## config.mk

```make
export PLATFORM = sky130hd
export DESIGN_NAME = mem_port_arbiter
export DESIGN_NICKNAME = d
export VERILOG_FILES = /design/src/rtl/mem_port_arbiter.sv
export SDC_FILE = /design/constraint.sdc
export NUM_CORES = 1
export LEC_CHECK = 0
export ABC_AREA = 1
export CORE_UTILIZATION = 38
export CTS_CLUSTER_SIZE = 14
export DETAILED_ROUTE_END_ITERATION = 6
export PLACE_DENSITY = 0.77
export RECOVER_POWER = 50
export SLEW_MARGIN = 20
export SYNTH_ARGS = -nofsm -noshare
export SYNTH_HDL_FRONTEND = slang
export SYNTH_SLANG_ARGS = --single-unit
export TNS_END_PERCENT = 20
```

## constraint.sdc

```tcl
create_clock -name clk -period 1.5 [get_ports clk]
set_clock_uncertainty 0.1 [all_clocks]
set_input_delay 0.375 -clock clk [delete_from_list [all_inputs] [get_ports clk]]
set_output_delay 0.375 -clock clk [all_outputs]
set_load 0.1 [all_outputs]
```

## src/rtl/mem_port_arbiter.sv

```systemverilog
// Two-port (ifetch/data) round-robin arbiter onto a single memory port.
// Optional read timeout abort enabled by defining ARB_TIMEOUT_EN.
module mem_port_arbiter #(
  parameter int MEM_W          = 32,
  parameter int TIMEOUT_CYCLES = 1024
) (
  input  logic               clk,
  input  logic               rst,
  input  logic               ifetch_req,
  input  logic [31:0]        ifetch_addr,
  output logic               ifetch_gnt,
  output logic               ifetch_rvalid,
  output logic [31:0]        ifetch_rdata,
  input  logic               data_req,
  input  logic               data_we,
  input  logic [31:0]        data_addr,
  input  logic [31:0]        data_wdata,
  input  logic [MEM_W/8-1:0] data_be,
  output logic               data_gnt,
  output logic               data_rvalid,
  output logic [31:0]        data_rdata,
  output logic               data_err,
  output logic               mem_access,
  output logic               mem_is_writing,
  output logic [31:0]        mem_addr,
  output logic [31:0]        mem_wdata,
  output logic [MEM_W/8-1:0] mem_be,
  input  logic [31:0]        mem_rdata,
  input  logic               mem_out_valid,
  output logic               busy
);

  typedef enum logic [1:0] {
    IDLE,
    BUSY,
    DRAIN
  } state_t;

  state_t      state;
  logic        last_data;
  logic        owner;
  logic        pick_i;
  logic        pick_d;
  logic        done_wr;
  logic        done_rd;
  logic        tmo;
  logic [31:0] rd_data;

  assign pick_i = (state == IDLE) && ifetch_req
                  && (!data_req || last_data);
  assign pick_d = (state == IDLE) && data_req && !pick_i;

  assign ifetch_gnt = !rst && pick_i;
  assign data_gnt   = !rst && pick_d;
  assign busy       = (state != IDLE);

  // mem_access marks the first BUSY cycle; completion is only
  // accepted from the second BUSY cycle on.
  assign done_wr = mem_is_writing && !mem_access;
  assign done_rd = !mem_is_writing && !mem_access && mem_out_valid;

  assign rd_data = tmo ? 32'hDEAD_BEEF : mem_rdata;

`ifdef ARB_TIMEOUT_EN
  localparam int CW = $clog2(TIMEOUT_CYCLES + 1);

  logic [CW-1:0] cnt;
  logic          err;

  assign tmo = (state == BUSY) && !mem_is_writing && !done_rd
               && (cnt == CW'(TIMEOUT_CYCLES - 1));
  assign data_err = err;

  always_ff @(posedge clk) begin
    if (rst) begin
      cnt <= '0;
      err <= 1'b0;
    end else begin
      cnt <= (state == BUSY) ? cnt + 1'b1 : '0;
      err <= tmo && owner;
    end
  end
`else
  logic unused_cfg;

  assign unused_cfg = ^TIMEOUT_CYCLES;
  assign tmo        = 1'b0;
  assign data_err   = 1'b0;
`endif

  always_ff @(posedge clk) begin
    if (rst) begin
      state          <= IDLE;
      last_data      <= 1'b1;
      owner          <= 1'b0;
      mem_access     <= 1'b0;
      mem_is_writing <= 1'b0;
      mem_addr       <= '0;
      mem_wdata      <= '0;
      mem_be         <= '0;
      ifetch_rvalid  <= 1'b0;
      ifetch_rdata   <= '0;
      data_rvalid    <= 1'b0;
      data_rdata     <= '0;
    end else begin
      mem_access    <= 1'b0;
      ifetch_rvalid <= 1'b0;
      data_rvalid   <= 1'b0;
      unique case (state)
        IDLE: begin
          if (pick_i || pick_d) begin
            state          <= BUSY;
            mem_access     <= 1'b1;
            owner          <= pick_d;
            last_data      <= pick_d;
            mem_is_writing <= pick_d && data_we;
            mem_addr       <= pick_d ? data_addr : ifetch_addr;
            mem_wdata      <= pick_d ? data_wdata : '0;
            mem_be         <= pick_d ? data_be : '1;
          end
        end
        BUSY: begin
          if (done_wr) begin
            state <= DRAIN;
          end else if (done_rd || tmo) begin
            state <= DRAIN;
            if (owner) begin
              data_rvalid <= 1'b1;
              data_rdata  <= rd_data;
            end else begin
              ifetch_rvalid <= 1'b1;
              ifetch_rdata  <= rd_data;
            end
          end
        end
        DRAIN: state <= IDLE;
        default: state <= IDLE;
      endcase
    end
  end

endmodule

```

==> results.md, run 1 <==
- Post-synth cell types: 23
- Ys Warns: 0
- Synth Register Bits: 140
- WL/cell: 14.7 um
- Final Critical Period: 1.88 ns
- Core Area: 0.0159 sq mm
- Row cnt: 46
- GR Overflow Total: 0
- CTS tree: done
- Die Area: 0.0169 sq mm
- VDD IR max: 0.000856 V
- Antenna-violating nets left: 0
- Die W: 130 um
- Count leader, synth: nand2_1
- R2r setup slk: -0.10 ns
- Hold Path Origin: mem_wdata[25]$_SDFFE_PP0P_
- Mapped Cells: 953
- Placed insts: 1416
- PD cells: 1150 mW/mm^2
- Critical Path AT: 1.41 ns
- Area Overhead vs Synth: 87.7%
- Post-synthesis sequential area ratio: 0.451
- Worst R2R Path Depth: 8
- Reg2reg end: data_rdata[17]$_SDFFE_PP0P_
- DPL Wire Length: 15200 um
- Hold endpoint: mem_wdata[25]$_SDFFE_PP0P_
- Status: complete, but fails checks
- I/O pins: 278
- Critical Path Source Type: flop
- Primary FF master, synth: dfxtp_1
- DR vias: 6728
- Post-synth top cells: nand2_1, nand3_1, inv_1
- DRT Wirelength: 21500 um
- Gr usage total: 0.251
- Final setup vio count: 29
- Hold WC Path Type: flop to flop
- CTS Sinks: 140
- Clk_lat worst skew: 0.42 ns
- Number of synthesized flops with an enable pin: 0
- First-pass GRT wire length: 32100 um
- Layout cell share with drive strength beyond 1: 0.245
- Average vias per placed instance: 4.61
- CTS root buf: clkbuf_16
- Layout Nets: 1367
- Crit-path most repeated cell: nor2_4
- TritonRoute pass-1 iters: 5
- Max Cap Violations: 0
- Asr flop ratio synth: 0
- Clock tree buffer depth: 2
- Leak: 5.54 nW
- Final core utilization: 0.732
- Req. time, crit path: 1.02 ns
- H-tree depth: 4
- Clock Pin Slew Worst Setup and Hold Paths: 0.06 ns
- DRT iter0 DRCs: 343
- Reg2reg start: state[0]$_SDFFE_PP0P_
- Mapped Nets: 1091
- Crit-path cells: inv_4 > nand2_8 > nor2_4 > nand2_4 > nor2_4 > buf_12
- DRC: 0
- Slew Limit Fails: 0
- Critical path endpoint category: primary output
- Hold-fix buffers, CTS: 0
- Hold depth: 2
- Clock buffer count from CTS: 17
- CP Class: flop to primary output
- Yosys top cell area share: 0.451
- Failing checks: setup timing
- Post-route setup slack: -0.382 ns
- Syn Area/Cell: 6.53 sq um
- Slowest stage delay, CP: 0.36 ns
- Crit. Startpoint: state[0]$_SDFFE_PP0P_
- Largest net degree at the start of global routing: 46
- Initial Util: 0.390
- Top cells by area, synth: dfxtp_1, nand2_1, nand3_1
- Synth area leader: dfxtp_1
- Fin cells: 1460
- Initial antenna violation count: 3
- RSZ-0062 raised after global routing: yes
- Die Y: 130 um
- Max Fclk: 0.531 GHz
- Final period util: 1.25
- Hold WS: 0.384 ns
- Final hold violations: 0
- Cell area after synthesis: 0.00622 sq mm
- IO Port Bufs: 276
- Vias in the first global route: 6435
- CP max-delay cell: dfxtp_4
- Gpl congestion: 0.804
- Critical path peak fanout: 3
-- registers in the layout, indices dropped and copies added (netlist names) --
register / cells
data_rdata: 32
ifetch_rdata: 32
mem_addr: 32
mem_wdata: 32
mem_be: 4
state: 2
data_rvalid: 1
ifetch_rvalid: 1
last_data: 1
mem_access: 1
mem_is_writing: 1
owner: 1
-- cells in the final DEF, fill, tap and decap left out, types with 3 or more instances in the layout --
cell type	netlist	routed
nand2_1	330	327
nand3_1	162	162
inv_1	161	161
buf_12	0	151
clkdlybuf4s50_1	0	136
nor2_1	76	74
dfxtp_2	0	71
dfxtp_1	140	67
clkbuf_16	0	20
buf_4	18	16
buf_6	2	6
nor2_4	2	4
nand2_2	3	4
o21ai_1	4	4
bufinv_16	0	4
inv_6	0	4
clkinv_4	0	4
inv_4	0	3
inv_2	6	3
-- logic make-up after synthesis --
kind of cell | count (synthesis) | synth area share
buffers and inverters | 225 | 0.152
DFF | 140 | 0.451
and+or+nand+nor | 578 | 0.388
other | 1 | 0.000603
AOI/OAI and AO/OA | 9 | 0.00825
-- report_power, final --
| part | switching [mW] | internal, mW |
|---|---|---|
| registers | 0.270 | 4.00 |
| logic | 2.79 | 1.69 |
| clock network | 1.75 | 2.91 |
-- routing by layer --
| layer | vias to the layer above | global-route usage | share of wire |
|---|---|---|---|
| met5 | - | 0 | 0.00074 |
| met4 | 2 | 0.140 | 0.037 |
| met3 | 54 | 0.0845 | 0.078 |
| met2 | 253 | 0.447 | 0.53 |
| met1 | 3030 | 0.257 | 0.36 |
| li1 | 3389 | - | - |
-- per-stage QoR --
step	power (mW)	setup WS (ns)	TNS, ns	instance area (sq um)
floorplan	6.84	-0.215	-0.457	6260
global placement	8.62	-0.419	-46.85	10700
detailed placement	8.67	-0.506	-55.30	10700
CTS	13.4	-0.390	-1.42	11500
global route	13.9	-0.435	-9.83	11700
finish	13.4	-0.382	-1.86	11700
-- critical path, delay by kind of cell, from the launching register on --
family	cells	cell delay [ns]
buffers and inverters	2	0.25
and+or+nand+nor	4	0.36
DFF	1	0.36
-- what timing repair did --
item | CTS | global route
setup endpoints to repair | 60 | 188
resized for setup | 34 | 70
buffers inserted | 7 | 2
cloned | 1 | 2
pin swaps | 6 | 5
-- final cells by class --
cell class,count,area [sq um]
fillers,1132,4270
multi-input cells,588,2520
clock buffers,18,450
diodes,2,5.00
inverters,167,634
repair buffers,315,4690
clock inverters,14,205
flip-flops and latches,140,2900
well taps,216,270
-- worst max path at each step --
stage | endpoint | depth (start not counted) | slack (ns)
after floorplan | data_gnt | 6 | -0.21
after global placement | ifetch_gnt | 5 | -0.42
after detailed placement | mem_wdata[30]$_SDFFE_PP0P_ | 8 | -0.51
after CTS | data_gnt | 6 | -0.39
after global routing | data_gnt | 6 | -0.43
final | data_gnt | 6 | -0.38
Note: power is estimated with default switching activity, not from simulation.
==> run 2, diff against run 1 <==
--- a/config.mk
+++ b/config.mk
@@ -6,6 +6,7 @@
 export NUM_CORES = 1
 export LEC_CHECK = 0
 export ABC_AREA = 1
+export CORE_MARGIN = 8
 export CORE_UTILIZATION = 38
 export CTS_CLUSTER_SIZE = 14
 export DETAILED_ROUTE_END_ITERATION = 6
@@ -15,4 +16,4 @@
 export SYNTH_ARGS = -nofsm -noshare
 export SYNTH_HDL_FRONTEND = slang
 export SYNTH_SLANG_ARGS = --single-unit
-export TNS_END_PERCENT = 20
+export TNS_END_PERCENT = 50
==> run 2 against run 1 <==
  * The flow still finishes with violations (setup timing)
  * Worst hold slack worse by 0.0022 ns
  * Critical endpoint unchanged
  * Sequential share of layout area is 0.95 points lower
  * Clock power is 11% lower
  * Critical path type unchanged
  * Cell area is 2.7% higher
  * Flip-flop and latch count stayed put
  * Largest cell class unchanged
  * Die area is 23% higher
  * Utilization is 2.0 points higher
  * Total power is 2.6% lower
  * Critical path depth stayed put
  * Via count is 3.2% higher
==> results.md, run 2 (synthesis gave the netlist of run 1 again) <==
- Clock tree buffer depth: 2
- VDD IR max: 0.000827 V
- H-tree depth: 4
- TritonRoute pass-1 iters: 5
- Slew Limit Fails: 0
- Area Overhead vs Synth: 92.7%
- Die W: 144 um
- PD cells: 1090 mW/mm^2
- Antenna-violating nets left: 0
- Critical Path AT: 1.38 ns
- Initial antenna violation count: 0
- Final core utilization: 0.752
- RSZ-0062 raised after global routing: yes
- Pre-CTS WS: -0.498 ns
- GR Overflow Total: 0
- Placed insts: 1428
- Initial Util: 0.390
- Status: complete, but fails checks
- Gpl congestion: 0.812
- DPL Wire Length: 17500 um
- IO Port Bufs: 276
- Final Critical Period: 1.86 ns
- I/O pins: 278
- Row cnt: 46
- Fin cells: 1479
- WL/cell: 16.9 um
- Clock Pin Slew Worst Setup and Hold Paths: 0.06 ns
- Clk_lat worst skew: 0.41 ns
- Max Cap Violations: 0
- Final hold violations: 0
- Die Y: 144 um
- Hold WC Path Type: flop to flop
- CP max-delay cell: dfxtp_4
- Final setup vio count: 61
- Leak: 5.68 nW
- Commonest non-fill, non-tap cell in the layout: nand2_1
- Vias in the first global route: 6574
- DRT iter0 DRCs: 425
- Critical Path Source Type: flop
- Failing checks: setup timing
- Gr usage total: 0.216
- Crit-path cells: inv_4 > nand2_8 > nor2_4 > nand2_4 > nor2_4 > buf_12
- Max Fclk: 0.539 GHz
- Fin Setup TNS: -6.72 ns
- Average vias per placed instance: 4.69
- Clock buffer count from CTS: 17
- Total Power: 13.1 mW
- Antenna diodes: 0
- Post-route setup slack: -0.356 ns
- CP Class: flop to primary output
- Req. time, crit path: 1.02 ns
- Largest net degree at the start of global routing: 37
- Crit-path most repeated cell: nor2_4
- CTS Sinks: 140
- Layout cell share with drive strength beyond 1: 0.242
- CTS root buf: clkbuf_16
- Hold-fix buffers, CTS: 0
- DRT Wirelength: 25100 um
- Die Area: 0.0207 sq mm
- Critical path endpoint category: primary output
- First-pass GRT wire length: 34700 um
- DR vias: 6941
- DRC: 0
- Critical path peak fanout: 2
- Final period util: 1.24
- Core Area: 0.0159 sq mm
- Slowest stage delay, CP: 0.36 ns
- Layout Nets: 1389
- R2r setup slk: -0.18 ns
- CTS tree: done
- Most frequent cells in the layout: nand2_1, inv_1, buf_12
## run 2: changes by cell type in the layout (fill, tap and decap cells not counted), moves of 10 or more
cell     previous run  this run
buf_4              16        27
dfxtp_1            67        98
nand3_2             0        10
nand3_1           162       151
dfxtp_2            71        39
## run 2: metrics by stage
| step | area, sq um | hold slack (ns) |
|---|---|---|
| after floorplan | 6260 | 0.350 |
| after global placement | 10800 | 0.365 |
| after detailed placement | 10800 | 0.382 |
| after CTS | 11500 | 0.381 |
| after global routing | 12000 | 0.401 |
| final | 12000 | 0.382 |
## run 2: critical path: cells and delay by family, from the launching register on
| kind | cells | cell delay (ns) |
|---|---|---|
| DFF | 1 | 0.36 |
| and+or+nand+nor | 4 | 0.34 |
| buffers and inverters | 2 | 0.26 |
## run 2: cell type report
type                            instances  area [sq um]
Timing Repair Buffer                  337          5040
Fill cell                            1064          3960
Sequential cell                       140          2860
Multi-Input combinational cell        588          2610
Inverter                              167           632
Clock buffer                           25           485
Tap cell                              216           270
Clock inverter                          6          86.3
## run 2: final timing paths
check / start / cells past startpoint / end
worst max-delay path: state[1]$_SDFFE_PP0P_ / 6 / data_gnt
worst min register to register: mem_wdata[3]$_SDFFE_PP0P_ / 2 / mem_wdata[3]$_SDFFE_PP0P_
worst max register to register: state[1]$_SDFFE_PP0P_ / 10 / ifetch_rdata[5]$_SDFFE_PP0P_
worst min-delay path: mem_wdata[3]$_SDFFE_PP0P_ / 2 / mem_wdata[3]$_SDFFE_PP0P_
## run 2: repair_timing
action	4_1_cts	5_1_grt
pin swaps	3	33
setup buffers	3	9
cloned	0	11
setup endpoints to repair	43	136
gates resized for setup	14	75
endpoints found under the hold margin	0	0
## run 2: per-layer routing
metal | global-route usage | wire, um | up-vias
li1 | - | - | 3433
met1 | 0.231 | 8810 | 3141
met2 | 0.382 | 12900 | 321
met3 | 0.0866 | 2750 | 46
met4 | 0.0703 | 612 | 0
met5 | 0 | 0 | -
## run 2: power by group
part | switching (mW) | internal [mW]
Sequential | 0.274 | 3.99
Combinational | 2.88 | 1.78
Clock | 1.57 | 2.57
